$ cat config.mk
export PLATFORM = sky130hd
export DESIGN_NAME = game_flow_compositor
export DESIGN_NICKNAME = d
export VERILOG_FILES = /design/src/rtl/game_flow_pkg.sv /design/src/rtl/game_flow_compositor_pixel_compositor.sv /design/src/rtl/game_flow_compositor.sv
export SDC_FILE = /design/constraint.sdc
export NUM_CORES = 1
export LEC_CHECK = 0
export CORE_MARGIN = 1
export CORE_UTILIZATION = 25
export DETAILED_ROUTE_END_ITERATION = 10
export SYNTH_ARGS = -nofsm -noshare
export SYNTH_HDL_FRONTEND = slang
export SYNTH_SLANG_ARGS = --single-unit
$ cat constraint.sdc
create_clock -name clk -period 3.05 [get_ports clk]
set_input_delay 0.7625 -clock clk [delete_from_list [all_inputs] [get_ports clk]]
set_output_delay 0.7625 -clock clk [all_outputs]
set_load 0.01 [all_outputs]
$ cat src/rtl/game_flow_pkg.sv
// Shared types for the game flow block: FSM state encoding, 3-bit RGB
// constants and the layer-priority function used by the pixel compositor.
package game_flow_pkg;

  typedef enum logic [2:0] {
    PLAY      = 3'd0,
    DYING     = 3'd1,
    LEVEL_WON = 3'd2,
    GAME_OVER = 3'd3,
    VICTORY   = 3'd4
  } state_t;

  // RGB3 packing: bit 2 = red, bit 1 = green, bit 0 = blue.
  localparam logic [2:0] RGB_BLACK  = 3'b000;
  localparam logic [2:0] RGB_RED    = 3'b100;
  localparam logic [2:0] RGB_GREEN  = 3'b010;
  localparam logic [2:0] RGB_YELLOW = 3'b110;
  localparam logic [2:0] RGB_CYAN   = 3'b011;
  localparam logic [2:0] RGB_WHITE  = 3'b111;

  // Playfield layer priority; frog_rgb lets the dying frog render red.
  function automatic logic [2:0] play_rgb(
    input logic [2:0] frog_rgb,
    input logic       frog_px,
    input logic [2:0] car_rgb,
    input logic       border_px,
    input logic       text_px,
    input logic       yellow_px,
    input logic       white_px,
    input logic       end_zone_px
  );
    logic [2:0] rgb;
    if (frog_px) begin
      rgb = frog_rgb;
    end else if (car_rgb != 3'd0) begin
      rgb = car_rgb;
    end else if (border_px && !text_px) begin
      rgb = RGB_WHITE;
    end else if (yellow_px) begin
      rgb = RGB_YELLOW;
    end else if (white_px) begin
      rgb = RGB_WHITE;
    end else if (end_zone_px) begin
      rgb = RGB_CYAN;
    end else begin
      rgb = RGB_BLACK;
    end
    return rgb;
  endfunction

endpackage

$ cat src/rtl/game_flow_compositor_pixel_compositor.sv
// pixel_compositor: two-stage pixel pipeline. Stage 1 registers a 3-bit
// colour decision from the layer bits and the FSM state; stage 2 expands
// each bit to a full COLOR_W channel on the VGA pins.
module pixel_compositor
  import game_flow_pkg::*;
#(
  parameter int COLOR_W = 8
) (
  input  logic               clk,
  input  logic               rst,
  input  logic [2:0]         state,
  input  logic               flash,
  input  logic               screen_area,
  input  logic               frog_px,
  input  logic               border_px,
  input  logic               text_px,
  input  logic               yellow_px,
  input  logic               white_px,
  input  logic               end_zone_px,
  input  logic [2:0]         car_rgb,
  output logic [COLOR_W-1:0] vga_r,
  output logic [COLOR_W-1:0] vga_g,
  output logic [COLOR_W-1:0] vga_b
);

  logic [2:0] play_s;
  logic [2:0] dying_s;
  logic [2:0] rgb_s;
  logic [2:0] rgb_r;

  // Colour decision for the current pixel, before any registering.
  always_comb begin
    play_s  = play_rgb(RGB_GREEN, frog_px, car_rgb, border_px, text_px,
                       yellow_px, white_px, end_zone_px);
    dying_s = play_rgb(RGB_RED, frog_px, car_rgb, border_px, text_px,
                       yellow_px, white_px, end_zone_px);
    rgb_s   = RGB_BLACK;
    if (!screen_area) begin
      rgb_s = RGB_BLACK;
    end else begin
      case (state_t'(state))
        PLAY:      rgb_s = play_s;
        DYING: begin
          if (flash) begin
            rgb_s = RGB_RED;
          end else begin
            rgb_s = dying_s;
          end
        end
        LEVEL_WON,
        VICTORY:   rgb_s = text_px ? RGB_BLACK : RGB_GREEN;
        GAME_OVER: rgb_s = text_px ? RGB_BLACK : RGB_RED;
        default:   rgb_s = RGB_BLACK;
      endcase
    end
  end

  // Stage 1: register the 3-bit colour decision.
  always_ff @(posedge clk or negedge rst) begin
    if (!rst) begin
      rgb_r <= RGB_BLACK;
    end else begin
      rgb_r <= rgb_s;
    end
  end

  // Stage 2: replicate each colour bit across its channel.
  always_ff @(posedge clk or negedge rst) begin
    if (!rst) begin
      vga_r <= '0;
      vga_g <= '0;
      vga_b <= '0;
    end else begin
      vga_r <= {COLOR_W{rgb_r[2]}};
      vga_g <= {COLOR_W{rgb_r[1]}};
      vga_b <= {COLOR_W{rgb_r[0]}};
    end
  end

endmodule

$ cat src/rtl/game_flow_compositor.sv
// game_flow_compositor: game flow FSM (levels, lives, respawn delay,
// level-won / game-over / victory screens) plus the registered pixel
// compositor feeding the VGA pins.
// Optional build macro GAME_FLOW_DEATH_FLASH_EN: while DYING, the whole
// visible area alternates red and normal rendering on frame counter bit 3.
module game_flow_compositor
  import game_flow_pkg::*;
#(
  parameter  int NUM_LEVELS     = 4,
  parameter  int LIVES          = 3,
  parameter  int RESPAWN_FRAMES = 60,
  parameter  int HOLD_FRAMES    = 90,
  parameter  int COLOR_W        = 8,
  localparam int LVL_W          = (NUM_LEVELS > 1) ? $clog2(NUM_LEVELS) : 1
) (
  input  logic               clk,
  input  logic               rst,
  input  logic               frame_tick,
  input  logic               start,
  input  logic               screen_area,
  input  logic               hit,
  input  logic               reached_end,
  input  logic               frog_px,
  input  logic               border_px,
  input  logic               text_px,
  input  logic               yellow_px,
  input  logic               white_px,
  input  logic               end_zone_px,
  input  logic [2:0]         car_rgb,
  output logic [LVL_W-1:0]   level,
  output logic [2:0]         lives_left,
  output logic [2:0]         state,
  output logic               frog_respawn,
  output logic [COLOR_W-1:0] VGA_R,
  output logic [COLOR_W-1:0] VGA_G,
  output logic [COLOR_W-1:0] VGA_B
);

  localparam int MAX_FRAMES = (RESPAWN_FRAMES > HOLD_FRAMES) ? RESPAWN_FRAMES : HOLD_FRAMES;
  localparam int CNT_W      = $clog2(MAX_FRAMES + 1);

  localparam logic [CNT_W-1:0] RESP_LAST  = CNT_W'(RESPAWN_FRAMES - 1);
  localparam logic [CNT_W-1:0] HOLD_LAST  = CNT_W'(HOLD_FRAMES - 1);
  localparam logic [CNT_W-1:0] CNT_ONE    = CNT_W'(1);
  localparam logic [LVL_W-1:0] LAST_LEVEL = LVL_W'(NUM_LEVELS - 1);
  localparam logic [LVL_W-1:0] LVL_ONE    = LVL_W'(1);
  localparam logic [2:0]       LIVES_INIT = 3'(LIVES);

  state_t           state_r;
  logic [LVL_W-1:0] level_r;
  logic [2:0]       lives_r;
  logic [CNT_W-1:0] cnt_r;
  logic             frog_respawn_r;
  logic             flash_s;

  // Game flow FSM with its level, lives and frame counters.
  always_ff @(posedge clk or negedge rst) begin
    if (!rst) begin
      state_r        <= PLAY;
      level_r        <= '0;
      lives_r        <= LIVES_INIT;
      cnt_r          <= '0;
      frog_respawn_r <= 1'b0;
    end else begin
      frog_respawn_r <= 1'b0;
      case (state_r)
        PLAY: begin
          if (hit) begin
            // Losing the last life skips the respawn delay entirely.
            lives_r <= lives_r - 3'd1;
            cnt_r   <= '0;
            state_r <= (lives_r == 3'd1) ? GAME_OVER : DYING;
          end else if (reached_end) begin
            cnt_r   <= '0;
            state_r <= LEVEL_WON;
          end
        end
        DYING: begin
          if (frame_tick) begin
            if (cnt_r == RESP_LAST) begin
              cnt_r          <= '0;
              state_r        <= PLAY;
              frog_respawn_r <= 1'b1;
            end else begin
              cnt_r <= cnt_r + CNT_ONE;
            end
          end
        end
        LEVEL_WON: begin
          if (frame_tick) begin
            if (cnt_r == HOLD_LAST) begin
              cnt_r <= '0;
              if (level_r == LAST_LEVEL) begin
                state_r <= VICTORY;
              end else begin
                level_r        <= level_r + LVL_ONE;
                state_r        <= PLAY;
                frog_respawn_r <= 1'b1;
              end
            end else begin
              cnt_r <= cnt_r + CNT_ONE;
            end
          end
        end
        GAME_OVER,
        VICTORY: begin
          if (start) begin
            level_r        <= '0;
            lives_r        <= LIVES_INIT;
            cnt_r          <= '0;
            state_r        <= PLAY;
            frog_respawn_r <= 1'b1;
          end
        end
        default: begin
          cnt_r   <= '0;
          state_r <= PLAY;
        end
      endcase
    end
  end

`ifdef GAME_FLOW_DEATH_FLASH_EN
  localparam int FLASH_BIT = (CNT_W > 3) ? 3 : CNT_W - 1;
  // Flash phase follows frame counter bit 3 (toggles every 8th tick).
  always_comb begin
    if (CNT_W > 3) begin
      flash_s = cnt_r[FLASH_BIT];
    end else begin
      flash_s = 1'b0;
    end
  end
`else
  // No death flash: only the frog pixel changes colour while dying.
  always_comb begin
    flash_s = 1'b0;
  end
`endif

  pixel_compositor #(
    .COLOR_W (COLOR_W)
  ) u_pixel_compositor (
    .clk         (clk),
    .rst         (rst),
    .state       (state_r),
    .flash       (flash_s),
    .screen_area (screen_area),
    .frog_px     (frog_px),
    .border_px   (border_px),
    .text_px     (text_px),
    .yellow_px   (yellow_px),
    .white_px    (white_px),
    .end_zone_px (end_zone_px),
    .car_rgb     (car_rgb),
    .vga_r       (VGA_R),
    .vga_g       (VGA_G),
    .vga_b       (VGA_B)
  );

  assign level        = level_r;
  assign lives_left   = lives_r;
  assign state        = state_r;
  assign frog_respawn = frog_respawn_r;

endmodule

==> results of run 1 <==
## state kept, by name, summed over array words and instances (netlist names)
| name | flops |
|---|---|
| cnt_r | 7 |
| u_pixel_compositor.vga_r | 1 |
| u_pixel_compositor.vga_b | 1 |
| state | 3 |
| lives_left | 3 |
| u_pixel_compositor.vga_g | 1 |
| level | 2 |
| u_pixel_compositor.rgb_r | 3 |
| frog_respawn | 1 |
## final timing paths
check / start / endpoint / slack, ns / cells after the start
worst max-delay path: state[1]$_DFFE_PN0P_ / state[1] / 0.70 / 1
worst min-delay path: u_pixel_compositor.rgb_r[0]$_DFF_PN0_ / u_pixel_compositor.vga_b[0]$_DFF_PN0_ / 0.35 / 0
worst max register to register: state[1]$_DFFE_PN0P_ / level[0]$_DFFE_PN0P_ / 1.02 / 5
worst min register to register: u_pixel_compositor.rgb_r[0]$_DFF_PN0_ / u_pixel_compositor.vga_b[0]$_DFF_PN0_ / 0.35 / 0
max in group asynchronous: rst / lives_left[0]$_DFFE_PN1P_ / 1.93 / 2
min in group asynchronous: rst / level[1]$_DFFE_PN0P_ / 0.84 / 2
## layout make-up
cell class / instances / share of cell area (%)
Inverter: 9 / 1.77
Clock buffer: 4 / 2.88
Tap cell: 72 / 4.72
Multi-Input combinational cell: 94 / 36.1
Sequential cell: 22 / 28.9
Timing Repair Buffer: 49 / 25.5
## power breakdown
part / switching, mW / internal [mW]
combinational: 0.342 / 0.409
sequential: 0.113 / 0.377
clock: 0.0951 / 0.115
## layer usage
metal | GRT usage (%) | wire, um | up-vias
met2 | 18.5 | 1410 | 48
li1 | - | - | 563
met5 | 0 | 0 | -
met1 | 13.0 | 1380 | 555
met4 | 4.63 | 55 | 0
met3 | 2.76 | 170 | 7
## cell usage in the layout, fill, tap and decap left out, drive strengths merged, types with 4 or more instances in the layout
cell / count
nand3: 5
nand2: 11
inv: 9
nor2: 13
ha: 5
clkdlybuf4s50: 48
mux2: 5
clkbuf: 4
a21oi: 8
o21ai: 5
dfrtp: 20
## cell families (layout without fill, tap and decap cells)
kind of cell,count (synthesis),in the layout,synth area share (%)
AO/OA/AOI/OAI,36,36,18.6
adder cells (fa/ha/maj),5,5,4.25
AND/OR/NAND/NOR,46,46,18.6
flip-flops,22,22,37.6
multiplexers,7,7,5.44
buffers and inverters,34,62,15.5
## metrics by stage
step           power (mW)  hold slack, ns  util [%]  setup WS, ns
6_report             1.45           0.350      34.1         0.696
5_1_grt              1.58           0.363      34.1         0.623
4_1_cts              1.48           0.354      34.1         0.679
3_5_place_dp         1.26           0.336      33.1         0.618
3_3_place_gp         1.25           0.333      33.1         0.644
2_1_floorplan        1.03           0.331         -          1.20
==> reports/results.ini, run 1 <==
[critical_path]
critPathKind=reg2out
arrival_ns=1.59
crit_path_max_incr_delay_ns=0.69
crit_buf_inv=1
cp_top_family=flip-flops
critPathRequiredTime_ns=2.29
crit_path_end_kind=output port
cp-start-kind=flip-flop
cpMaxStageDelayCell=dfrtp_1
path_cells=clkdlybuf4s50_1
cp_max_fo=16

[timing]
worst_slew_pin_slew_ns=0.576
relSlewSlack_pct=61.5
setup_viol=0
fin_skew_ns=0.00652
timing.fmax_mhz=425
layout_min_cycle_time_ns=2.35
final-hold-violation-count=0
rsz0062_at_grt=false
final_max_slew_viol_count=0
timing.final.crit_share_pct=77.2
tns_ns=0

[logic_synthesis]
ys.flop_type=dfrtp_1
async_reset_ff_share_pct=100
synth-seq-cells=22
synth_top_area_share_pct=34.0
synth.avg_cell_area_sq_um=9.82
synthTopCellsByArea=dfrtp_1 34%, buf_4 12%, ha_1 4.2%, dfstp_2 3.6%, nand2_1 2.8%
synth.most_common_cell=buf_4
synth_area_leader_cell=dfrtp_1
synthTopCellsByCount=23 x buf_4, 20 x dfrtp_1, 11 x nand2_1, 11 x nor2_1, 9 x inv_1
ys_types=47
syn_area_sq_um=1470
syn_nets=171
synth_seq_area_share_pct=37.6
ys_warn_count=0
synth_edf_count=0
syn-instance-count=150

[clocking]
clk_latency_ns=0.26
path_clk_slew_ns=0.08
ctsHoldBuffers=0
cts_tree=done
clock_sinks=22
cts_buffer_depth=2
cts_inserted_buffers=3
cts_resized=0
cts_root_buf=clkbuf_8
htreeDepth=1
cts_post_setup_buffers_inserted=0

[power_and_ir_drop]
power_density_nw_per_um2=760
irDropWorstVdd_mv=0.362
power_leakage_nw=0.773

[routing]
wirelength_um=3020
drc_errors=0
drtAntennaViolNets=0
drt_iter0_markers=44
first_pass_iters=4
num_vias=1173
viasPerCell=4.69
wl_per_cell_um=12.1

[final_layout]
nets=200
nFillCells=611
fin_cells=250
syn2layout_area_growth_pct=29.7
final_area_sq_um=1910
final-seq-area_sq_um=553
n_antenna_cell=0
layout-drive-gt1-share_pct=11.8
multiInputGateArea_sq_um=691

[global_route]
grt_pass1_wl_um=5330
antenna_found_initial=0
grt_pass1_vias=1147
overflow=0
grt_max_degree=23
grt_usage_pct=10.9

[floorplan]
num_rows=27
io_pins=49
dieHeight_um=78.8
start_util_pct=26.3
die-area_sq_um=6200
fp.dieW_um=78.8
core_area_sq_um=5610

[placed_design]
hpwl_um=2300
placed_cells=246
placed_area_sq_um=1860
place.gp.congestion=0.829
port_buffers=48

[outcome]
outcome=complete, no violations

[worst_hold_path]
worst_hold_path_type=reg2reg

[job]
maxCapViolCount=0

Power figures use the tool's default switching activity.
==> run 2, diff against run 1 <==
==> constraint.sdc (replaced) <==
create_clock -name clk -period 2.4 [get_ports clk]
set_input_delay 0.6 -clock clk [delete_from_list [all_inputs] [get_ports clk]]
set_output_delay 0.6 -clock clk [all_outputs]
set_load 0.01 [all_outputs]
==> run 2 against run 1 <==
First-iteration DRC count shrank 50%. Global-route usage shrank 0.21 points. Critical endpoint is now state[2]. Die area is the same. Count of clock-buffer cells in the layout is the same. Utilization grew 0.089 points. Critical path type unchanged. Final cell count grew 0.80%. Sequential share of layout area shrank 0.076 points. Total power grew 26%. Clock skew shrank 0.0047 ns. Via count shrank 0.85%. Clock power grew 11%. Largest power group unchanged. Critical path depth is the same.
==> reports/results.ini, run 2 (same netlist as run 1, synthesis figures left out) <==
[placed_design]
placed_cells=248  ; +0.81%
port_buffers=48  ; unchanged
place.gp.congestion=0.835  ; +0.68%
hpwl_um=2360  ; +2.4%

[routing]
num_vias=1163  ; -0.85%
drt_iter0_markers=22  ; -50%
wl_per_cell_um=11.9  ; -1.3%
wirelength_um=3010  ; -0.46%
drtAntennaViolNets=0  ; unchanged
viasPerCell=4.62  ; -1.6%
first_pass_iters=4  ; unchanged
drc_errors=0  ; unchanged

[job]
maxCapViolCount=0  ; unchanged

[critical_path]
r2r_cells=6  ; +1
crit_start=state[2]$_DFFE_PN0P_
critPathKind=reg2out
cp_top_family=buffers and inverters
crit_path_max_incr_delay_ns=0.64  ; -0.05 ns
crit_buf_inv=1  ; unchanged
crit_end=state[2]
critPathRequiredTime_ns=1.80  ; -0.49 ns
crit_path_end_kind=output port
ff2ff_setup_slack_ns=0.41  ; -0.61 ns
path_cells=clkdlybuf4s50_1
cp-start-kind=flip-flop
arrival_ns=1.49  ; -0.10 ns
rr_startpoint=cnt_r[0]$_DFFE_PN0P_
r2r_end=state[1]$_DFFE_PN0P_
cp_max_fo=11  ; -5
path_depth=1  ; unchanged
cpMaxStageDelayCell=clkdlybuf4s50_1

[worst_hold_path]
worst_hold_path_type=reg2reg
min_from=u_pixel_compositor.rgb_r[0]$_DFF_PN0_

[power_and_ir_drop]
irDropWorstVdd_mv=0.432  ; +19%
power_density_nw_per_um2=952  ; +25%
pwr-share-clk_pct=12.8  ; -1.7 points
pwr-share-comb_pct=53.4  ; +1.6 points
power_frac_seq_pct=33.8  ; about the same
power.switching_mw=0.696  ; +26%
power_leakage_nw=0.777  ; +0.51%
switching_share_pct=38.2  ; +0.24 points
p_int_mw=1.13  ; +25%

[clocking]
ctsHoldBuffers=0  ; unchanged
path_clk_slew_ns=0.08  ; about the same
clock_sinks=22  ; unchanged
cts_resized=0  ; unchanged
cts_tree=done
cts_inserted_buffers=3  ; unchanged
cts_root_buf=clkbuf_8
clk_latency_ns=0.26  ; about the same
cts_buffer_depth=2  ; unchanged
htreeDepth=1  ; unchanged
cts_post_setup_buffers_inserted=0  ; unchanged

[floorplan]
dieHeight_um=78.8  ; unchanged
start_util_pct=26.3  ; unchanged
die-area_sq_um=6200  ; unchanged
io_pins=49  ; unchanged
fp.dieW_um=78.8  ; unchanged
core_area_sq_um=5610  ; unchanged
num_rows=27  ; unchanged

[timing]
timing.final.crit_share_pct=87.1
fin_skew_ns=0.00185  ; -0.00467 ns
setup_viol=0  ; unchanged
final_max_slew_viol_count=0  ; unchanged
timing.fmax_mhz=479
relSlewSlack_pct=64.8  ; +3.3 points
rsz0062_at_grt=false
layout_min_cycle_time_ns=2.09
tns_ns=0  ; unchanged
final-hold-violation-count=0  ; unchanged
worst_slew_pin_slew_ns=0.527  ; -0.0491 ns

[final_layout]
regMostFlops=cnt_r
fin_cells=252  ; +0.80%
nFillCells=582  ; -4.7%
layout_common_cells=48 x clkdlybuf4s50_1, 20 x dfrtp_1, 11 x nor2_1, 11 x nand2_1, 9 x inv_1
final_common_cell=clkdlybuf4s50_1
final_util_pct=34.2  ; +0.089 points
largest_register_ffs=7  ; unchanged
syn2layout_area_growth_pct=30.1
nets=202  ; +1.0%
layout-drive-gt1-share_pct=12.2  ; +0.42 points
n_antenna_cell=0  ; unchanged

[global_route]
grt_use_met1_pct=12.2  ; -0.76 points
grt_pass1_vias=1091  ; -4.9%
grt-busiest-layer=met2
grt_max_degree=16  ; -30%
grt_pass1_wl_um=5120  ; -4.0%
use_met2_pct=18.5  ; unchanged
grt_use_met3_pct=3.10  ; +0.34 points
grt_usage_pct=10.7  ; -0.21 points
antenna_found_initial=0  ; unchanged
overflow=0  ; unchanged

[outcome]
outcome=complete, no violations

[run 2: final cells by class]
class                   instances  area [sq um]  share of cell area, %
flip-flops and latches         22           553                   28.9
clock buffers                   4          45.0                   2.35
repair buffers                 51           503                   26.3
well taps                      72          90.1                   4.70
multi-input cells              94           691                   36.1
inverters                       9          33.8                   1.76
[run 2: power by group through the flow]
stage	sequential [mW]	clock (mW)	combinational, mW
after floorplan	0.602	0	0.704
after global placement	0.624	0	0.977
after detailed placement	0.621	0	0.981
after CTS	0.615	0.245	0.986
after global routing	0.636	0.264	1.07
final	0.616	0.233	0.974
[run 2: worst min path at each step]
stage / to / depth (start not counted)
CTS: u_pixel_compositor.vga_b[0]$_DFF_PN0_ / 0
global route: u_pixel_compositor.vga_g[0]$_DFF_PN0_ / 0
detailed placement: u_pixel_compositor.vga_b[0]$_DFF_PN0_ / 0
global placement: u_pixel_compositor.vga_g[0]$_DFF_PN0_ / 0
floorplan: cnt_r[0]$_DFFE_PN0P_ / 0
finish: u_pixel_compositor.vga_b[0]$_DFF_PN0_ / 0
[run 2: stage by stage]
step           hold slack (ns)  instance area, sq um  power, mW  setup slack [ns]
2_1_floorplan            0.304                  1470       1.31             0.617
3_3_place_gp             0.334                  1870       1.60             0.160
3_5_place_dp             0.335                  1870       1.60             0.157
4_1_cts                  0.352                  1920       1.85             0.293
5_1_grt                  0.360                  1920       1.97             0.231
6_report                 0.351                  1920       1.82             0.310
[run 2: per-layer routing]
metal,wire (um),part of all wire [%],vias up
met5,0,0,-
met4,47,1.6,0
met3,189,6.3,4
met2,1390,46,46
met1,1380,46,544
li1,-,-,569
==> run 3, diff against run 2 <==
--- a/config.mk
+++ b/config.mk
@@ -8,6 +8,7 @@
 export CORE_MARGIN = 1
 export CORE_UTILIZATION = 25
 export DETAILED_ROUTE_END_ITERATION = 10
+export GPL_TIMING_DRIVEN = 0
 export SYNTH_ARGS = -nofsm -noshare
 export SYNTH_HDL_FRONTEND = slang
 export SYNTH_SLANG_ARGS = --single-unit
==> run 3 against run 2 <==
Sequential share of layout area is 2.5 points lower. Non-clock buffer count is 22 higher. Count of clock-buffer cells in the layout stayed put. Utilization is 3.3 points higher. Global-route usage is 0.20 points lower. Worst setup slack better by 0.042 ns. Final cell count is 8.7% higher. Sequential power is 5.2% lower. Total power is 10% higher. Fmax is 2.1% higher. Clock power is 15% higher. Largest cell class unchanged. Largest power group unchanged.
==> reports/results.ini, run 3 (same netlist as run 1, synthesis figures left out) <==
[floorplan]
start_util_pct=26.3  ; unchanged
die-area_sq_um=6200  ; unchanged
fp.dieW_um=78.8  ; unchanged
core_area_sq_um=5610  ; unchanged
dieHeight_um=78.8  ; unchanged
num_rows=27  ; unchanged
io_pins=49  ; unchanged

[timing]
fin_skew_ns=0.00726  ; +0.00541 ns
final-hold-violation-count=0  ; unchanged
setup_viol=0  ; unchanged
timing.fmax_mhz=488  ; +2.1%
relSlewSlack_pct=33.7  ; -31 points
layout_min_cycle_time_ns=2.05  ; -0.0422 ns
timing.final.crit_share_pct=85.3  ; -1.8 points
rsz0062_at_grt=false
final_max_slew_viol_count=0  ; unchanged
worst_slew_pin_slew_ns=0.992  ; +0.464 ns
tns_ns=0  ; unchanged
hold-worst-slack_ns=0.350  ; -0.00121 ns

[routing]
drtAntennaViolNets=0  ; unchanged
drc_errors=0  ; unchanged
viasPerCell=4.46  ; -3.3%
drt_iter0_markers=41  ; +86%
wirelength_um=3190  ; +6.1%
wl_per_cell_um=11.7  ; -2.4%
first_pass_iters=4  ; unchanged
num_vias=1223  ; +5.2%

[final_layout]
nets=224  ; +11%
syn2layout_area_growth_pct=42.5
final_area_sq_um=2100  ; +9.5%
largest_register_ffs=7  ; unchanged
final_util_pct=37.4  ; +3.3 points
final_common_cell=clkdlybuf4s50_1
n_antenna_cell=0  ; unchanged
layout_common_cells=48 x clkdlybuf4s50_1, 23 x buf_4, 20 x dfrtp_1
regMostFlops=cnt_r
layout-drive-gt1-share_pct=22.3  ; +10 points

[clocking]
clock_sinks=22  ; unchanged
cts_resized=0  ; unchanged
cts_root_buf=clkbuf_8
clk_latency_ns=0.27  ; about the same
cts_inserted_buffers=3  ; unchanged
cts_post_setup_buffers_inserted=0  ; unchanged
htreeDepth=1  ; unchanged
cts_buffer_depth=2  ; unchanged
cts_tree=done
path_clk_slew_ns=0.07  ; about the same
ctsHoldBuffers=0  ; unchanged

[critical_path]
arrival_ns=2.20  ; +0.71 ns
crit_path_max_incr_delay_ns=0.55  ; -0.09 ns
critPathRequiredTime_ns=2.55  ; +0.75 ns
cp_max_fo=9  ; -2
path_cells=clkdlybuf4s50_1 -> nand2b_1 -> o311ai_1 -> a31o_2 -> buf_6 -> a21o_1 -> a22o_1
cp-start-kind=input port
cpMaxStageDelayCell=clkdlybuf4s50_1
crit_path_end_kind=flip-flop
critPathKind=in2reg

[global_route]
grt_pass1_vias=1099  ; +0.73%
grt_usage_pct=10.5  ; -0.20 points
grt_max_degree=23  ; +7
overflow=0  ; unchanged
grt_pass1_wl_um=5200  ; +1.6%
antenna_found_initial=0  ; unchanged

[placed_design]
placed_area_sq_um=2040  ; +9.2%
place.gp.congestion=0.746  ; -11%
port_buffers=48  ; unchanged
hpwl_um=2410  ; +2.1%

[power_and_ir_drop]
finalPower_mw=2.01  ; +10%
irDropWorstVdd_mv=0.620  ; +43%
power_leakage_nw=0.900  ; +16%
power_density_nw_per_um2=959  ; +0.78%

[job]
maxCapViolCount=0  ; unchanged

[worst_hold_path]
worst_hold_path_type=reg2reg

[outcome]
outcome=complete, no violations

-- run 3: critical path, delay by kind of cell --
family	cells	cell delay (ns)
AND/OR/NAND/NOR	1	0.13
buffers and inverters	2	0.69
AO/OA/AOI/OAI	4	0.77
-- run 3: area by class of cell --
class | count | area, sq um
Buffer | 25 | 195
Clock buffer | 4 | 55.1
Fill cell | 567 | 3510
Inverter | 9 | 33.8
Multi-Input combinational cell | 94 | 691
Sequential cell | 22 | 553
Tap cell | 72 | 90.1
Timing Repair Buffer | 48 | 480
-- run 3: path summary, 6_finish.rpt --
check / start / end / slack (ns) / depth (start not counted)
worst max register to register: cnt_r[0]$_DFFE_PN0P_ / state[1]$_DFFE_PN0P_ / 0.43 / 6
worst min register to register: u_pixel_compositor.rgb_r[0]$_DFF_PN0_ / u_pixel_compositor.vga_b[0]$_DFF_PN0_ / 0.35 / 0
max in group asynchronous: rst / cnt_r[5]$_DFFE_PN0P_ / 0.92 / 1
min in group asynchronous: rst / lives_left[2]$_DFFE_PN0P_ / 0.87 / 1
worst min-delay path: u_pixel_compositor.rgb_r[0]$_DFF_PN0_ / u_pixel_compositor.vga_b[0]$_DFF_PN0_ / 0.35 / 0
worst max-delay path: frame_tick / cnt_r[3]$_DFFE_PN0P_ / 0.35 / 7
-- run 3: stage by stage --
stage	worst slack (ns)	instances
6_report	0.352	274
3_3_place_gp	0.0895	270
5_1_grt	0.281	274
2_1_floorplan	0.617	150
4_1_cts	0.363	274
3_5_place_dp	0.0788	270
-- run 3: per-layer routing --
metal	track usage, %	wire [um]	share of wire (%)	up-vias
met1	13.6	1550	49	558
li1	-	-	-	615
met3	2.76	205	6.4	5
met5	0	0	0	-
met2	16.9	1400	44	45
met4	3.33	32	1.0	0
-- run 3: power breakdown --
part,internal [mW],switching (mW)
sequential,0.480,0.104
combinational,0.647,0.514
clock,0.146,0.121
